**src/rtl/serial_shift_engine.sv**
```systemverilog
// serial_shift_engine: parametrised full-duplex serial/parallel shift engine.
// One parallel word is loaded through a valid/ready handshake and shifted out
// one bit per shift_en strobe. A word is received on serial_in at the same time.
// Completion raises a one-cycle rx_valid pulse. abort drops the frame silently.
module serial_shift_engine #(
  parameter int   WIDTH      = 8,
  parameter logic MSB_FIRST  = 1'b0,
  parameter logic IDLE_LEVEL = 1'b0
) (
  input  logic                         clk,
  input  logic                         rstn,
  input  logic [WIDTH-1:0]             tx_data,
  input  logic                         tx_valid,
  output logic                         tx_ready,
  input  logic                         shift_en,
  input  logic                         serial_in,
  output logic                         serial_out,
  input  logic                         abort,
  output logic [WIDTH-1:0]             rx_data,
  output logic                         rx_valid,
  output logic                         busy,
  output logic [$clog2(WIDTH+1)-1:0]   bit_count
);

  localparam int            CW   = $clog2(WIDTH + 1);
  localparam logic [CW-1:0] LAST = CW'(WIDTH - 1);

  typedef enum logic {
    IDLE  = 1'b0,
    SHIFT = 1'b1
  } state_t;

  state_t           state, state_nxt;
  logic [WIDTH-1:0] sr, sr_shifted;
  logic             load, step, done, clear;

  // Next shift-register value for a strobe, respecting bit order.
  always_comb begin
    sr_shifted = sr;
    if (MSB_FIRST) sr_shifted = {sr[WIDTH-2:0], serial_in};
    else           sr_shifted = {serial_in, sr[WIDTH-1:1]};
  end

  // State register.
  always_ff @(posedge clk or negedge rstn) begin
    if (!rstn) state <= IDLE;
    else       state <= state_nxt;
  end

  // Next-state and decoded outputs. Abort outranks a same-edge strobe.
  always_comb begin
    state_nxt  = state;
    tx_ready   = 1'b0;
    busy       = 1'b0;
    serial_out = IDLE_LEVEL;
    load       = 1'b0;
    step       = 1'b0;
    done       = 1'b0;
    clear      = 1'b0;
    case (state)
      IDLE: begin
        tx_ready = 1'b1;
        if (tx_valid) begin
          load      = 1'b1;
          state_nxt = SHIFT;
        end
      end
      SHIFT: begin
        busy       = 1'b1;
        serial_out = MSB_FIRST ? sr[WIDTH-1] : sr[0];
        if (abort) begin
          clear     = 1'b1;
          state_nxt = IDLE;
        end else if (shift_en) begin
          step = 1'b1;
          if (bit_count == LAST) begin
            done      = 1'b1;
            state_nxt = IDLE;
          end
        end
      end
      default: state_nxt = IDLE;
    endcase
  end

  // Datapath: shift register, bit counter, received word and its valid pulse.
  always_ff @(posedge clk or negedge rstn) begin
    if (!rstn) begin
      sr        <= '0;
      rx_data   <= '0;
      rx_valid  <= 1'b0;
      bit_count <= '0;
    end else begin
      rx_valid <= done;
      if (load) begin
        sr        <= tx_data;
        bit_count <= '0;
      end else if (clear) begin
        bit_count <= '0;
      end else if (step) begin
        sr <= sr_shifted;
        if (done) begin
          rx_data   <= sr_shifted;
          bit_count <= '0;
        end else begin
          bit_count <= bit_count + 1'b1;
        end
      end
    end
  end

endmodule

```
**config.mk**
```make
export PLATFORM = sky130hd
export DESIGN_NAME = serial_shift_engine
export DESIGN_NICKNAME = d
export VERILOG_FILES = /design/src/rtl/serial_shift_engine.sv
export SDC_FILE = /design/constraint.sdc
export NUM_CORES = 1
export LEC_CHECK = 0
export BUFFER_PORTS_ARGS = -buffer_cell sky130_fd_sc_hd__buf_4
export CORE_MARGIN = 2
export CORE_UTILIZATION = 40
export DETAILED_ROUTE_END_ITERATION = 10
export PLACE_DENSITY_LB_ADDON = 0.15
export SKIP_LAST_GASP = 1
export SLEW_MARGIN = 10
export SYNTH_ARGS = -nofsm -noshare
export SYNTH_HDL_FRONTEND = slang
export SYNTH_SLANG_ARGS = --single-unit
```
**constraint.sdc**
```tcl
create_clock -name clk -period 1.9 [get_ports clk]
set_input_delay 0.19 -clock clk [delete_from_list [all_inputs] [get_ports clk]]
set_output_delay 0.19 -clock clk [all_outputs]
set_load 0.02 [all_outputs]
```
==> metrics.md <==
| Metric | Value |
|---|---|
| Root buf cell | clkbuf_4 |
| Remaining DRCs | 0 |
| Critical path type | flop to flop |
| Fill count | 235 |
| Tmin final | 1.62 ns |
| Setup crit end kind | flop |
| Pleak | 0.696 nW |
| Net count after synthesis | 106 |
| Setup crit start kind | flop |
| Vias in the first global route | 793 |
| R2R setup slack | 0.28 ns |
| Hold_buf cts | 1 |
| Data required time of the worst path | 2.11 ns |
| Worst Hold Class | input pin to flop |
| Die area | 3080 um2 |
| Post-layout power | 1.11 mW |
| Max-cap violations | 0 |
| Rows | 18 |
| Router iterations before antenna repair | 4 |
| TNS Setup | 0 ns |
| Fmax | 619 MHz |
| Worst-Margin Slew | 0.508 ns |
| Synth cell types | 28 |
| Status | completed |
| FF-to-FF Start | bit_count[0] |
| Final Hold Viols | 0 |
| Max_slew headroom | 66.1% |
| Via Count | 790 |
| Area grow syn2layout | 28.4% |
| Hold Crit Start | serial_in |
| # resized after CTS | 0 |
| Seq/Total Area, Yosys | 51.9% |
| Nets | 139 |
| RD Place Congestion | 0.753 |
| Hpwl dp | 1550 um |
| Total routed wirelength | 2100 um |
| Num CTS Buffers | 3 |
| Commonest non-fill, non-tap cell in the layout | buf_4 |
| Worst Path Arrival | 1.82 ns |
| First-pass GRT wire length | 3530 um |
| Post-synthesis register bit count | 22 |
| Worst Setup SP | bit_count[0] |
| Vias per inst | 5.16 |
| GRT Total Usage | 14.4% |
| Reg clk slew, reported paths | 0.13 ns |
| Drt wl/cell | 13.8 um |
| Hold WS | 0.103 ns |
| Clock Path Buffers | 2 |
| Antenna diode count | 0 |
| Largest net degree at the start of global routing | 23 |
| Most frequent cells in the layout | buf_4, dfrtp_1, inv_1, mux2_4 |
| Top_reg_cell synth | dfrtp_1 |
| Total power per unit cell area | 817 nW/um2 |
| Chip width | 55.5 um |
| Final Non-Filler Cells | 153 |
| RSZ-0062 raised after global routing | false |
| Starting density of the core | 42.4% |
| Async set or reset register ratio after synthesis | 100% |
| Fin Clk Skew | 0.00661 ns |
| Antenna violations before repair | 0 |
| Clock Sinks | 22 |
| I/O Pins | 30 |
| TritonCTS clock tree | done |
| Synth warnings | 0 |
| Clk_lat worst skew | 0.31 ns |
| Post-CTS setup buffer count | 0 |
| Fin crit share | 85.0% |
| Final setup fails | 0 |
| Drt initial violations | 16 |
| Max-slew violation count | 0 |
| DP Cell Count | 148 |
| Die Height | 55.5 um |
| PortBufs | 29 |
| Antenna Nets Post-Route | 0 |
| Post-synth EDFFs | 0 |
| Syn Area/Cell | 11.7 um2 |
| H-tree depth | 1 |
| Mapped cell area | 1060 um2 |
| Layout cells sized above 1 | 39.8% |
| GR Overflow Total | 0 |
| Crit path max fanout | 10 |
| Cells after synthesis | 91 |
| VDD IR-drop max | 512 uV |
| Core Region | 2500 um2 |
registers in the layout (all words and copies together), names as in the netlist:
register,cells
state,1
bit_count,4
rx_data,8
rx_valid,1
sr,8
Yosys cell counts (2+ instances only):
library cell  count  area, um2
a21oi_1           7       35.0
a22oi_1           4       30.0
and2_1            2       12.5
buf_6             2       22.5
dfrtp_1          22        551
inv_1             8       30.0
mux2_4            8        120
nand2_1           7       26.3
nor2_1            4       15.0
o21ai_0           6       30.0
o22ai_1           3       18.8
or3_1             2       12.5
kinds of logic (layout without fill, tap and decap cells):
| logic type | Yosys count | in the layout | share of synthesized area, % |
|---|---|---|---|
| compound gates | 23 | 23 | 13.6 |
| fa+ha+maj | 1 | 1 | 1.18 |
| buf+inv | 12 | 44 | 5.78 |
| flops | 22 | 22 | 51.9 |
| mux | 8 | 8 | 11.3 |
| simple gates | 25 | 25 | 16.3 |
through the flow:
step                setup slack (ns)  instance area [um2]  utilization [%]
floorplan                      0.304                 1060                -
finish                         0.284                 1360             54.5
CTS                            0.292                 1360             54.5
global placement               0.353                 1300             52.0
detailed placement             0.308                 1300             52.0
global route                   0.217                 1360             54.5
routing by layer:
layer	part of all wire, %	track usage, %
met2	45	23.0
met5	0	0
met4	1.7	6.27
met3	5.8	2.34
met1	47	19.3
power by group:
group          leakage [nW]  switching [mW]  internal, mW
sequential            0.287          0.0437         0.517
clock                0.0279           0.148         0.213
combinational         0.381           0.104        0.0867
area by class of cell:
cell class              instances  area, um2  area share [%]
clock buffers                   3       22.5            1.65
clock inverters                 1       30.0            2.20
inverters                       8       30.0            2.20
multi-input cells              57        449            33.0
flip-flops and latches         22        551            40.4
well taps                      30       37.5            2.75
repair buffers                 32        243            17.8
worst paths after layout:
path,end,depth (start not counted)
worst max-delay path,rx_data[5],5
worst min-delay path,rx_data[7],2
worst max register to register,rx_data[5],5
worst min register to register,rx_data[3],1
max in group asynchronous,bit_count[1],2
min in group asynchronous,sr[0],2
worst max-delay path, cell delays in order, from the launching register on:
cell and delay (ns):
dfrtp_1 0.43, ha_1 0.22, nand2_2 0.08, nor4b_4 0.20
buf_4 0.26, mux2_4 0.32
(Power assumes the default switching activity.)
